`src/rtl/vtg_pkg.sv`:
```
// vtg_pkg: default 384x264 raster timing constants and the range helper shared by the timing generator.
package vtg_pkg;
    localparam int DEF_HW        = 9;
    localparam int DEF_VW        = 9;
    localparam int DEF_H_START   = 128;
    localparam int DEF_H_END     = 511;
    localparam int DEF_H_VINC    = 175;
    localparam int DEF_VCLK_LEN  = 32;
    localparam int DEF_V_START   = 248;
    localparam int DEF_V_END     = 511;
    localparam int DEF_VBL_START = 496;
    localparam int DEF_VBL_END   = 272;
    localparam int DEF_VBLH_END  = 272;
    localparam int DEF_DMA_START = 480;

    function automatic logic in_range(input int unsigned v, input int unsigned lo, input int unsigned hi);
        return v >= lo && v < hi;
    endfunction
endpackage

```
`src/rtl/vtg_wrap_counter.sv`:
```
// vtg_wrap_counter: enabled up-counter that reloads START after END, flagging the wrap value.
module vtg_wrap_counter #(
    parameter int W     = 9,
    parameter int START = 0,
    parameter int END   = 511
) (
    input  logic         clk,
    input  logic         rst_n,
    input  logic         en,
    output logic [W-1:0] q,
    output logic         wrap
);
    assign wrap = q == W'(END);

    always_ff @(posedge clk or negedge rst_n)
        if (!rst_n) q <= W'(START);
        else if (en) q <= wrap ? W'(START) : q + W'(1);
endmodule

```
`src/rtl/video_timing_gen.sv`:
```
// video_timing_gen: parametrised raster timing generator (counters, blanking, syncs, DMA window, parity).
// Define VTG_IRQ_EN to build the vblank and raster-line compare interrupts; otherwise both IRQs are tied 0.
module video_timing_gen import vtg_pkg::*; #(
    parameter int HW        = DEF_HW,
    parameter int VW        = DEF_VW,
    parameter int H_START   = DEF_H_START,
    parameter int H_END     = DEF_H_END,
    parameter int H_VINC    = DEF_H_VINC,
    parameter int VCLK_LEN  = DEF_VCLK_LEN,
    parameter int V_START   = DEF_V_START,
    parameter int V_END     = DEF_V_END,
    parameter int VBL_START = DEF_VBL_START,
    parameter int VBL_END   = DEF_VBL_END,
    parameter int VBLH_END  = DEF_VBLH_END,
    parameter int DMA_START = DEF_DMA_START
) (
    input  logic          i_EMU_MCLK,
    input  logic          i_MRST_n,
    input  logic          i_EMU_CLK6MPCEN_n,
    input  logic          i_HFLIP,
    input  logic          i_VFLIP,
    input  logic [VW-1:0] i_LINE_CMP,
    output logic [HW-1:0] o_ABS_H,
    output logic [VW-2:0] o_ABS_V,
    output logic [HW-2:0] o_FLIP_H,
    output logic [VW-2:0] o_FLIP_V,
    output logic          o_HBLANK_n,
    output logic          o_VBLANK_n,
    output logic          o_VBLANKH_n,
    output logic          o_DMA_n,
    output logic          o_VCLK,
    output logic          o_FRAMEPARITY,
    output logic          o_VSYNC_n,
    output logic          o_CSYNC_n,
    output logic          o_VBL_IRQ,
    output logic          o_LINE_IRQ
);
    logic          tick, h_wrap, v_wrap, v_adv;
    logic [HW-1:0] h;
    logic [VW-1:0] v, v_next;

    assign tick   = ~i_EMU_CLK6MPCEN_n;
    assign v_adv  = tick && h == HW'(H_VINC);
    assign v_next = v + VW'(1);

    vtg_wrap_counter #(.W(HW), .START(H_START), .END(H_END)) u_h (
        .clk(i_EMU_MCLK), .rst_n(i_MRST_n), .en(tick), .q(h), .wrap(h_wrap)
    );

    vtg_wrap_counter #(.W(VW), .START(V_START), .END(V_END)) u_v (
        .clk(i_EMU_MCLK), .rst_n(i_MRST_n), .en(v_adv), .q(v), .wrap(v_wrap)
    );

    // V-derived flags hold across the V_END->V_START reload; VCLK holds on the H reload tick.
    always_ff @(posedge i_EMU_MCLK or negedge i_MRST_n)
        if (!i_MRST_n) begin
            o_VBLANK_n    <= 1'b0;
            o_VBLANKH_n   <= 1'b0;
            o_DMA_n       <= 1'b1;
            o_VCLK        <= 1'b0;
            o_FRAMEPARITY <= 1'b0;
        end else begin
            if (tick && !h_wrap) o_VCLK <= in_range(32'(h), H_VINC, H_VINC + VCLK_LEN);
            if (v_adv && !v_wrap) begin
                o_VBLANK_n    <= in_range(32'(v_next), VBL_END, VBL_START);
                o_VBLANKH_n   <= !in_range(32'(v_next), V_START, VBLH_END);
                o_DMA_n       <= !in_range(32'(v_next), DMA_START, VBL_START);
                o_FRAMEPARITY <= o_FRAMEPARITY ^ (v_next == VW'(VBL_START));
            end
        end

`ifdef VTG_IRQ_EN
    always_ff @(posedge i_EMU_MCLK or negedge i_MRST_n)
        if (!i_MRST_n) begin
            o_VBL_IRQ  <= 1'b0;
            o_LINE_IRQ <= 1'b0;
        end else begin
            o_VBL_IRQ  <= v_adv && !v_wrap && v_next == VW'(VBL_START);
            o_LINE_IRQ <= v_adv && !v_wrap && v_next == i_LINE_CMP;
        end
`else
    logic unused_cmp;
    assign unused_cmp = ^i_LINE_CMP;
    assign o_VBL_IRQ  = 1'b0;
    assign o_LINE_IRQ = 1'b0;
`endif

    assign o_ABS_H    = h;
    assign o_ABS_V    = v[VW-2:0];
    assign o_FLIP_H   = h[HW-2:0] ^ {(HW-1){i_HFLIP}};
    assign o_FLIP_V   = v[VW-2:0] ^ {(VW-1){i_VFLIP}};
    assign o_HBLANK_n = h[HW-1];
    assign o_VSYNC_n  = v[VW-1];
    assign o_CSYNC_n  = v[VW-1] & ~o_VCLK;
endmodule

```
`config.mk`:
```
export PLATFORM = sky130hd
export DESIGN_NAME = video_timing_gen
export DESIGN_NICKNAME = d
export VERILOG_FILES = /design/src/rtl/vtg_pkg.sv /design/src/rtl/vtg_wrap_counter.sv /design/src/rtl/video_timing_gen.sv
export SDC_FILE = /design/constraint.sdc
export NUM_CORES = 1
export LEC_CHECK = 0
export ABC_AREA = 1
export BUFFER_PORTS_ARGS = -buffer_cell sky130_fd_sc_hd__buf_2
export CAP_MARGIN = 15
export CORE_AREA = 2 2 77 79
export DETAILED_ROUTE_END_ITERATION = 8
export DIE_AREA = 0 0 79 81
export PLACE_DENSITY = 0.58
export REMOVE_ABC_BUFFERS = 1
export SLEW_MARGIN = 25
export SYNTH_ARGS = -nofsm -noshare
export SYNTH_HDL_FRONTEND = slang
export SYNTH_HIERARCHICAL = 1
export SYNTH_SLANG_ARGS = --single-unit
```
`constraint.sdc`:
```
create_clock -name i_EMU_MCLK -period 1.8 [get_ports i_EMU_MCLK]
set_input_delay 0.18 -clock i_EMU_MCLK [delete_from_list [all_inputs] [get_ports i_EMU_MCLK]]
set_output_delay 0.18 -clock i_EMU_MCLK [all_outputs]
set_load 0.02 [all_outputs]
```
== Word-level counts from Yosys, hierarchy flattened ==
Index checks and enable logic that the tools add are counted.

* Register bits after elaboration: 23
* Bits in latches: 0
* Bits in writable memories: 0
* ROM bits: 0
* Bits of input ports: 14
* Word-level logic and storage cells: 39
* Memories: 0

* Add/sub/neg operators: 2
* $mul: 0
* Div/mod/pow operators: 0
* Order comparisons: 7
* Equality and inequality tests: 4
* Shifts and indexed selects: 0
* Multiplexer cells: 2
* Bitwise gates (word level): 6
* Reductions and logical operators: 11

{| class="wikitable"
|+ Operators by type and width
! operator !! number
|-
| 9-bit == test, second input constant || 3
|-
| 9-bit by 1-bit adder with 9-bit output, second input constant || 2
|-
| 9-bit by 8-bit >= comparator with 1-bit output, second input constant || 2
|-
| 9-bit >= comparator, second input constant || 2
|-
| 9-bit less-than comparator, second input constant || 2
|-
| 9-bit 2-to-1 mux || 2
|-
| 8-bit bitwise XOR || 2
|-
| 9-bit by 8-bit == test with 1-bit output, second input constant || 1
|-
| 9-bit by 8-bit less-than comparator with 1-bit output, second input constant || 1
|-
| 1-bit logical AND || 7
|-
| 1-bit logical NOT || 4
|-
| 1-bit inverter || 2
|-
| 1-bit bitwise AND || 1
|-
| 1-bit bitwise XOR || 1
|}

== Longest topological paths before layout ==
Gate-level depths: netlist of the first run.

* Word-level depth: 4
* Depth in mapped cells: 12

== Cells and area by module ==
Netlist of the first run, hierarchy kept.

{| class="wikitable"
|+ Modules (own cells, without submodules)
! module !! instances !! cells an instance !! area each (um2) !! seq. area each (um2)
|-
| video_timing_gen || 1 || 132 || 795.8 || 126.4
|-
| vtg_wrap_counter at u_v || 1 || 60 || 516.7 || 231.5
|-
| vtg_wrap_counter at u_h || 1 || 60 || 500.5 || 226.5
|}

== Least setup slack after synthesis of the first run ==
OpenSTA, ideal clock, no wires.

* Path kind: flip-flop to flip-flop
* Start: register u_v.q[0]
* End: register o_FRAMEPARITY
* Setup time: 117 ps
* Data arrival time: 1664 ps
* Data required time: 1683 ps
* Path slack: 19 ps
* Stages on the path, launching flop included: 9
* Buffers on the path: 0
* Period minus slack after synthesis: 1781 ps
* Cells stage by stage: dfrtp_1 ha_1 nand2_1 nor3b_2 ha_1 nand3b_1 nor2_2 nand3b_1 nand2_1

* Longest elaborated chain between the ends: 3

{| class="wikitable"
|+ Ends and longest elaborated chain
! element !! line !! RTL
|-
| start: declaration || vtg_wrap_counter.sv:10 || <nowiki>output logic [W-1:0] q,</nowiki>
|-
| start signal: assignment || vtg_wrap_counter.sv:16 || <nowiki>if (!rst_n) q <= W'(START);</nowiki>
|-
| start signal: assignment || vtg_wrap_counter.sv:17 || <nowiki>else if (en) q <= wrap ? W'(START) : q + W'(1);</nowiki>
|-
| 9-bit == test || vtg_wrap_counter.sv:13 || <nowiki>assign wrap = q == W'(END);</nowiki>
|-
| net v_wrap || video_timing_gen.sv:38 || <nowiki>logic tick, h_wrap, v_wrap, v_adv;</nowiki>
|-
| 1-bit logical NOT || video_timing_gen.sv:64 || <nowiki>if (v_adv && !v_wrap) begin</nowiki>
|-
| 1-bit logical AND || video_timing_gen.sv:64 ||
|-
| end signal: assignment || video_timing_gen.sv:68 || <nowiki>o_FRAMEPARITY <= o_FRAMEPARITY ^ (v_next == VW'(VBL_START));</nowiki>
|-
| end: declaration || video_timing_gen.sv:32 || <nowiki>output logic o_FRAMEPARITY,</nowiki>
|}

The timed path passes the listed nets, and every way through them passes these cells.
A chain may end at the register's enable or synchronous reset.

== Final worst setup path of the first run ==
* Start: register u_v.q[4]
* End: register o_FRAMEPARITY

Same word-level chain as after synthesis.

==> Implementation_results.wiki, run 1 <==
{| class="wikitable"
! Metric !! Value
|-
| Result of the run || complete, no violations
|-
| Global routing usage on met2 || 24.2%
|-
| Number of fill cells || 617
|-
| Ranking of synthesized cells by area || sky130_fd_sc_hd__dfrtp_1 22%, sky130_fd_sc_hd__nand2_1 15%, sky130_fd_sc_hd__dfstp_2 10%
|-
| Max Cap Violations || 0
|-
| Boundary pin count || 57
|-
| Vias in the first global route || 1589
|-
| Global-route usage over all layers || 13.8%
|-
| RR Startpoint || u_v/q[4]$_DFFE_PN1P_
|-
| Final sum of negative setup slack || 0 ns
|-
| Critical path's top delay family || simple AND/OR/NAND/NOR gates
|-
| Floorplan die width || 79 µm
|-
| Via/cell ratio || between 4 and 5
|-
| Floorplan core area || 5680 µm²
|-
| Skew-Pair Late Insertion Delay || about 0.27 ns
|-
| Highest-delay cell along the critical path || sky130_fd_sc_hd__dfstp_2
|-
| Number of library cell types mapped by synthesis || 29
|-
| Met1 Usage GRT || between 10% and 20%
|-
| Reg2Reg Depth || 8
|-
| Measured slew at the worst slew-check pin || between 0.5 and 0.6 ns
|-
| Part of the cycle the worst path needs || 93.0%
|-
| Antenna violations before repair || 0
|-
| Normalized max-slew margin || a little under two thirds
|-
| Final design instance area without fill || 2300 µm²
|-
| Crit path DAT || 1.84 ns
|-
| Ratio of total power to cell area || around 940 nW/µm²
|-
| Max stage delay on crit path || ~0.58 ns
|-
| Reg2reg end || o_FRAMEPARITY$_DFFE_PN0P_
|-
| H-Tree Level Count || 1
|-
| Cell count after synthesis || 252
|-
| Cell taking the most area after synthesis || sky130_fd_sc_hd__dfrtp_1
|-
| Worst IR Drop VDD || around 0.77 mV
|-
| Nets || between 300 and 400
|-
| Top Usage Layer GRT || met2
|-
| Crit path capture || o_FRAMEPARITY$_DFFE_PN0P_
|-
| Worst setup startpoint || u_v/q[4]$_DFFE_PN1P_
|-
| Half-perimeter wire length after placement || ~3.4 mm
|-
| Post-Route Hold Slack || 0.234 ns
|-
| Clock-pin slew reported for the worst setup and hold paths after clock tree synthesis || 0.09 ns
|-
| Crit path capture type || register
|-
| Vertical extent of the die || 81 µm
|-
| Root Buffer Master || sky130_fd_sc_hd__clkbuf_8
|-
| Count of input and output buffers || 45
|-
| Maximum number of pins on one net before global-route repair || 24
|-
| Post-synthesis to final-layout area growth || 26.7%
|-
| RSZ-0062 raised after global routing || no
|-
| TritonCTS sink count || 23
|-
| Die area || 6400 µm²
|-
| Setup crit start kind || register
|-
| Sequential element share of the synthesized area || 32.2%
|-
| Startpoint of the tightest hold check path || i_EMU_CLK6MPCEN_n
|-
| Levels on crit path || 8
|-
| Seq cells post-synth || 23
|-
| Global-route track usage on met3 || ~1.9%
|-
| Pre-antenna DRT Iters || 4
|-
| Final number of max-transition violations || 0
|-
| Number of buffers created by CTS || 3
|-
| Total leakage power || 1.26 nW
|-
| Area of the mapped netlist || 1810 µm²
|-
| Total length of routed wires || ~4.3 mm
|-
| TritonCTS clock tree || done
|-
| Initial DRC count || between 100 and 150
|-
| Combined buffer and inverter count along the critical path || 0
|-
| Class of the tightest hold or removal check || input pin to register
|-
| Fin crit period || 1.67 ns
|-
| Number of nets with antenna violations after routing || 0
|-
| Share of cells above drive strength 1 || 32.5%
|-
| Wire length of the first global-routing pass || between 7 and 8 mm
|-
| F_max || 0.597 GHz
|-
| Final routed wire length divided by cell count || 11.1 µm
|-
| Overflow after GRT || 0
|-
| CP most frequent cell || sky130_fd_sc_hd__nand3b_1
|-
| Final Wtd Congestion || around 0.84
|-
| Count of final setup violators || 0
|-
| Critical path peak fanout || 4
|-
| Maximum count of clock buffers along a single path || 2
|-
| Placed cell areas || 2200 µm²
|-
| Mean post-synth cell area || 7.19 µm²
|-
| Cell row count || 28
|-
| Req. time, crit path || between 1.5 and 2 ns
|-
| Worst clock skew on the final layout || between 0.01 and 0.015 ns
|-
| Yosys warns || 6
|-
| Share of the synthesized area in the top cell type || 22.1%
|-
| Setup slack, reg-to-reg || 0.13 ns
|-
| Number of design rule violations left after detail routing || 0
|-
| Number of hold violations in the final report || 0
|-
| Number of vias after detailed routing || 1783
|-
| Count of inserted antenna diode cells || 0
|-
| Crit path kind || register to register
|-
| Initial cell density of the core || a little under a third
|-
| Worst path cell trace || nand2_2 > nor2_4 > nor3b_4 > ha_2 > nand3b_1 > nor2_2 > nand3b_1 > nand2_1
|}
-- kinds of logic after synthesis --
family | count (synthesis) | share of synthesized area (%)
AND/OR/NAND/NOR | 155 | 41.4
AO/OA/AOI/OAI | 15 | 4.14
other | 1 | 0.207
buffers and inverters | 33 | 8.49
flip-flops | 23 | 32.2
adder cells (fa/ha/maj) | 6 | 4.14
XOR/XNOR | 17 | 8.21
multiplexers | 2 | 1.17
-- placed cells by master (no fill, tap or decap), types with 5 or more instances in the layout --
master                     Yosys  final
sky130_fd_sc_hd__nor2_1       31     30
sky130_fd_sc_hd__nand3_1      22     22
sky130_fd_sc_hd__nand2_1      72     72
sky130_fd_sc_hd__buf_2         0     45
sky130_fd_sc_hd__xor2_1       17     17
sky130_fd_sc_hd__dfrtp_1      16     15
sky130_fd_sc_hd__nor2_4        5      6
sky130_fd_sc_hd__a21oi_1       7      7
sky130_fd_sc_hd__inv_1        24     24
sky130_fd_sc_hd__nand2_2       7      7
sky130_fd_sc_hd__o21ai_0       7      7
sky130_fd_sc_hd__buf_4         4     19
sky130_fd_sc_hd__ha_1          6      5
sky130_fd_sc_hd__nand3b_1      5      5
sky130_fd_sc_hd__dfstp_2       7      7
-- stage by stage --
step	std cells	utilization [%]	setup WS, ns	power, mW
6_report	389	40.5	0.126	2.16
3_3_place_gp	381	38.7	0.107	1.76
2_1_floorplan	245	-	-0.0702	1.38
3_5_place_dp	381	38.7	0.112	1.78
4_1_cts	386	39.7	0.0808	2.13
5_1_grt	389	40.5	0.00151	2.31
-- registers in the layout (all words and copies together), names as in the netlist --
name           flops
o_VCLK             1
o_VBLANK_n         1
u_h/q              9
o_VBLANKH_n        1
o_DMA_n            1
u_v/q              9
o_FRAMEPARITY      1
-- routing by layer --
| metal | vias up | wire length [µm] |
|---|---|---|
| met5 | - | 0 |
| met4 | 0 | 49 |
| met3 | 5 | 195 |
| met2 | 45 | 2030 |
| met1 | 823 | 2030 |
| li1 | 910 | - |
-- synthesized netlist by cell type, drive strengths merged --
library cell   n
nand2         81
nor2          40
inv           25
nand3         23
xor2          17
dfrtp         16
o21ai          8
a21oi          7
dfstp          7
buf            6
ha             6
nand3b         5
nor3           3
clkbuf         2
nand4          2
conb           1
mux2           1
mux2i          1
nor3b          1
-- cell type report --
| class | instances | area, µm² | share of cell area [%] |
|---|---|---|---|
| repair buffers | 65 | 378 | 16.4 |
| flip-flops and latches | 23 | 586 | 25.5 |
| well taps | 75 | 93.8 | 4.08 |
| clock buffers | 3 | 41.3 | 1.80 |
| clock inverters | 1 | 5.00 | 0.218 |
| multi-input cells | 197 | 1100 | 47.9 |
| inverters | 25 | 93.8 | 4.08 |
-- worst min-delay path by stage --
stage                                           end  cells past startpoint
final                            o_VCLK$_DFFE_PN0P_                      3
after global placement         u_h/q[0]$_DFFE_PN0P_                      1
after detailed placement       u_h/q[1]$_DFFE_PN0P_                      1
after global routing             o_VCLK$_DFFE_PN0P_                      3
after CTS                        o_VCLK$_DFFE_PN0P_                      3
after floorplan           o_FRAMEPARITY$_DFFE_PN0P_                      0
-- power by group --
part | internal [mW] | switching (mW)
Sequential | 0.629 | 0.146
Clock | 0.155 | 0.181
Combinational | 0.396 | 0.648
Total | 1.18 | 0.975
-- repair_timing --
action / in CTS / in global routing
hold buffers: 1 / 0
endpoints found under the setup margin: 0 / 6
resized for setup: 0 / 6
setup buffers: 0 / 3
endpoints found under the hold margin: 16 / 0
-- worst register-to-register path, stage by stage, from the launching register on --
cell                       delay, ns
sky130_fd_sc_hd__dfstp_2        0.58
sky130_fd_sc_hd__nand2_2        0.09
sky130_fd_sc_hd__nor2_4         0.13
sky130_fd_sc_hd__nor3b_4        0.21
sky130_fd_sc_hd__ha_2           0.24
sky130_fd_sc_hd__nand3b_1       0.13
sky130_fd_sc_hd__nor2_2         0.04
sky130_fd_sc_hd__nand3b_1       0.08
sky130_fd_sc_hd__nand2_1        0.05
No activity file was read; power rests on OpenSTA's default activity.
==> run 2, diff against run 1 <==
--- a/config.mk
+++ b/config.mk
@@ -5,13 +5,12 @@
 export SDC_FILE = /design/constraint.sdc
 export NUM_CORES = 1
 export LEC_CHECK = 0
-export ABC_AREA = 1
 export BUFFER_PORTS_ARGS = -buffer_cell sky130_fd_sc_hd__buf_2
 export CAP_MARGIN = 15
-export CORE_AREA = 2 2 77 79
+export CORE_AREA = 2 2 71 73
 export DETAILED_ROUTE_END_ITERATION = 8
-export DIE_AREA = 0 0 79 81
-export PLACE_DENSITY = 0.58
+export DIE_AREA = 0 0 73 75
+export PLACE_DENSITY = 0.6
 export REMOVE_ABC_BUFFERS = 1
 export SLEW_MARGIN = 25
 export SYNTH_ARGS = -nofsm -noshare
==> Implementation_results.wiki, run 2 <==
{| class="wikitable"
! Metric !! Value
|-
| Result of the run || complete, but fails checks
|-
| Violated checks || negative setup slack
|-
| FFs w/ async S/R, synth || 100%
|-
| Initial cell density of the core || 32.9%
|-
| Combined buffer and inverter count along the critical path || 0
|-
| Overflow after GRT || 0
|-
| Pre-antenna DRT Iters || 4
|-
| Floorplan die width || 73 µm
|-
| Wire length of the first global-routing pass || 6.31 mm
|-
| Crit path capture || o_FRAMEPARITY$_DFFE_PN0P_
|-
| Cell row count || 25
|-
| Count of final setup violators || 2
|-
| Highest-delay cell along the critical path || sky130_fd_sc_hd__dfrtp_1
|-
| Maximum count of clock buffers along a single path || 2
|-
| Most common cell after layout, fill and taps aside || sky130_fd_sc_hd__buf_2
|-
| RR Startpoint || u_v/q[1]$_DFFE_PN0P_
|-
| Global-route usage over all layers || 14.9%
|-
| Max Cap Violations || 0
|-
| Max stage delay on crit path || 0.39 ns
|-
| Highest-count cells in the layout ignoring fill and taps || 45 x sky130_fd_sc_hd__buf_2, 36 x sky130_fd_sc_hd__buf_4, 18 x sky130_fd_sc_hd__xor2_1
|-
| Class of the tightest hold or removal check || input pin to register
|-
| Floorplan core area || 4660 µm²
|-
| Clock-pin slew reported for the worst setup and hold paths after clock tree synthesis || 0.09 ns
|-
| Vertical extent of the die || 75 µm
|-
| Crit path DAT || 1.98 ns
|-
| Worst clock skew on the final layout || 0.00557 ns
|-
| Levels on crit path || 8
|-
| Initial DRC count || 94
|-
| Crit path capture type || register
|-
| Share of the synthesized area in the top cell type || 26.1%
|-
| Half-perimeter wire length after placement || 2.94 mm
|-
| Sequential element share of the synthesized area || 38.1%
|-
| Skew-Pair Late Insertion Delay || 0.27 ns
|-
| Final Wtd Congestion || around 0.75
|-
| Boundary pin count || 57
|-
| H-Tree Level Count || 1
|-
| Number of library cell types mapped by synthesis || 45
|-
| Reg2Reg Depth || 8
|-
| Number of hold violations in the final report || 0
|-
| Maximum number of pins on one net before global-route repair || 24
|-
| Setup slack, reg-to-reg || -0.01 ns
|-
| Part of the cycle the worst path needs || 101%
|-
| Fin crit period || 1.81 ns
|-
| Flip-flop cell with the highest count after synthesis || sky130_fd_sc_hd__dfrtp_1
|-
| Root Buffer Master || sky130_fd_sc_hd__clkbuf_8
|-
| Cell taking the most area after synthesis || sky130_fd_sc_hd__dfrtp_1
|-
| Nets || 260
|-
| Count of input and output buffers || 45
|-
| Most frequent cell after synthesis || sky130_fd_sc_hd__xor2_1
|-
| Ratio of total power to cell area || 921 nW/µm²
|-
| Area of the mapped netlist || roughly 1500 µm²
|-
| Number of design rule violations left after detail routing || 0
|-
| Non-filler instance count after layout || 293
|-
| Die area || ~5500 µm²
|-
| Critical path peak fanout || 4
|-
| Yosys warns || 6
|-
| Cell count after synthesis || 158
|-
| F_max || 0.551 GHz
|-
| Seq cells post-synth || 23
|-
| Mean post-synth cell area || 9.71 µm²
|-
| TritonCTS sink count || 23
|-
| Total leakage power || 1.07 nW
|-
| TritonCTS clock tree || done
|-
| Most common library cells after synthesis || 18 x sky130_fd_sc_hd__xor2_1, 16 x sky130_fd_sc_hd__dfrtp_1, 11 x sky130_fd_sc_hd__o21ai_0
|-
| Post-synthesis to final-layout area growth || 42.7%
|-
| Number of nets with antenna violations after routing || 0
|-
| Count of inserted antenna diode cells || 0
|-
| Number of vias after detailed routing || 1463
|-
| Core utilization of the finished layout || 47.0%
|-
| Reg2reg end || o_FRAMEPARITY$_DFFE_PN0P_
|-
| Setup crit start kind || register
|-
| Req. time, crit path || 1.96 ns
|-
| Antenna violations before repair || 0
|-
| Vias in the first global route || ~1300
|-
| Biggest regs || u_h/q (9), u_v/q (9)
|-
| Worst IR Drop VDD || 0.382 mV
|-
| Final number of max-transition violations || 0
|-
| Ranking of synthesized cells by area || sky130_fd_sc_hd__dfrtp_1 26%, sky130_fd_sc_hd__dfstp_2 12%, sky130_fd_sc_hd__xor2_1 10%
|-
| RSZ-0062 raised after global routing || yes
|-
| Placed cell count || 283
|-
| Critical path's top delay family || simple AND/OR/NAND/NOR gates
|-
| Worst path setup slack after routing || -0.0147 ns
|-
| Share of cells above drive strength 1 || 47.3%
|-
| Crit path kind || register to register
|-
| Number of buffers created by CTS || 3
|-
| Worst path cell trace || ha_2 > nand2_2 > nor2_2 > and2_4 > ha_4 > nor4b_4 > nand4_1 > xnor2_1
|-
| Final routed wire length divided by cell count || 13.4 µm
|-
| Number of enable flip-flop cells after synthesis || 0
|-
| Normalized max-slew margin || 63.7%
|-
| Total length of routed wires || 3.92 mm
|-
| Via/cell ratio || around 5
|-
| Measured slew at the worst slew-check pin || ~0.54 ns
|-
| Worst setup startpoint || u_v/q[1]$_DFFE_PN0P_
|}
## run 2: through the flow
stage	setup TNS, ns	hold WS [ns]	power, mW	setup WS [ns]	area [µm²]
floorplan	-5.78	-0.116	1.25	-0.725	1500
global placement	-0.358	0.190	1.66	-0.139	2040
detailed placement	-0.617	0.197	1.68	-0.195	2040
CTS	0	0.211	2.02	0.00154	2140
global route	-0.332	0.236	2.16	-0.119	2190
finish	-0.0274	0.235	2.02	-0.0147	2190
## run 2: worst register-to-register path, cell delays in order (launching register included)
cell                      delay (ns)
sky130_fd_sc_hd__dfrtp_1        0.39
sky130_fd_sc_hd__ha_2           0.19
sky130_fd_sc_hd__nand2_2        0.07
sky130_fd_sc_hd__nor2_2         0.04
sky130_fd_sc_hd__and2_4         0.15
sky130_fd_sc_hd__ha_4           0.17
sky130_fd_sc_hd__nor4b_4        0.36
sky130_fd_sc_hd__nand4_1        0.18
sky130_fd_sc_hd__xnor2_1        0.16
## run 2: area by class of cell
cell class                      count  area (µm²)
Clock buffer                        3        41.3
Clock inverter                      1        5.00
Fill cell                         460        2470
Inverter                            8        30.0
Multi-Input combinational cell    121         936
Sequential cell                    23         584
Tap cell                           54        67.6
Timing Repair Buffer               83         526
## run 2: cell families after synthesis
| kind of cell | share of synthesized area, % |
|---|---|
| multiplexers | 4.32 |
| other | 0.244 |
| XOR/XNOR | 10.8 |
| adder cells (fa/ha/maj) | 4.89 |
| buffers and inverters | 4.57 |
| AO/OA/AOI/OAI | 13.2 |
| AND/OR/NAND/NOR | 23.8 |
| flip-flops | 38.1 |
## run 2: worst min path at each step
stage | from | to | slack [ns] | cells after the start
final | i_EMU_CLK6MPCEN_n | o_VCLK$_DFFE_PN0P_ | 0.23 | 2
after detailed placement | i_MRST_n | u_h/q[1]$_DFFE_PN0P_ | 0.20 | 1
after floorplan | i_MRST_n | o_FRAMEPARITY$_DFFE_PN0P_ | -0.12 | 0
after CTS | i_EMU_CLK6MPCEN_n | o_VCLK$_DFFE_PN0P_ | 0.21 | 2
after global placement | i_MRST_n | u_h/q[5]$_DFFE_PN0P_ | 0.19 | 1
after global routing | i_EMU_CLK6MPCEN_n | o_VCLK$_DFFE_PN0P_ | 0.24 | 2
## run 2: repair_timing
item                                    4_1_cts  5_1_grt
endpoints found under the setup margin        6        9
hold buffers                                  1        0
pin swaps                                     7        4
setup buffers                                 2        3
hold endpoints to repair                     16        0
gates resized for setup                       7        7
## run 2: per-layer routing
| metal | GRT usage, % | routed length [µm] |
|---|---|---|
| met1 | 20.3 | 1860 |
| met2 | 24.7 | 1860 |
| met3 | 2.41 | 169 |
| met4 | 3.70 | 33 |
| met5 | 0 | 0 |
## run 2: where the power goes
group / internal [mW] / total (mW) / switching [mW]
registers: 0.599 / 0.668 / 0.0685
clock network: 0.155 / 0.332 / 0.177
logic: 0.399 / 1.02 / 0.617
total: 1.15 / 2.02 / 0.862
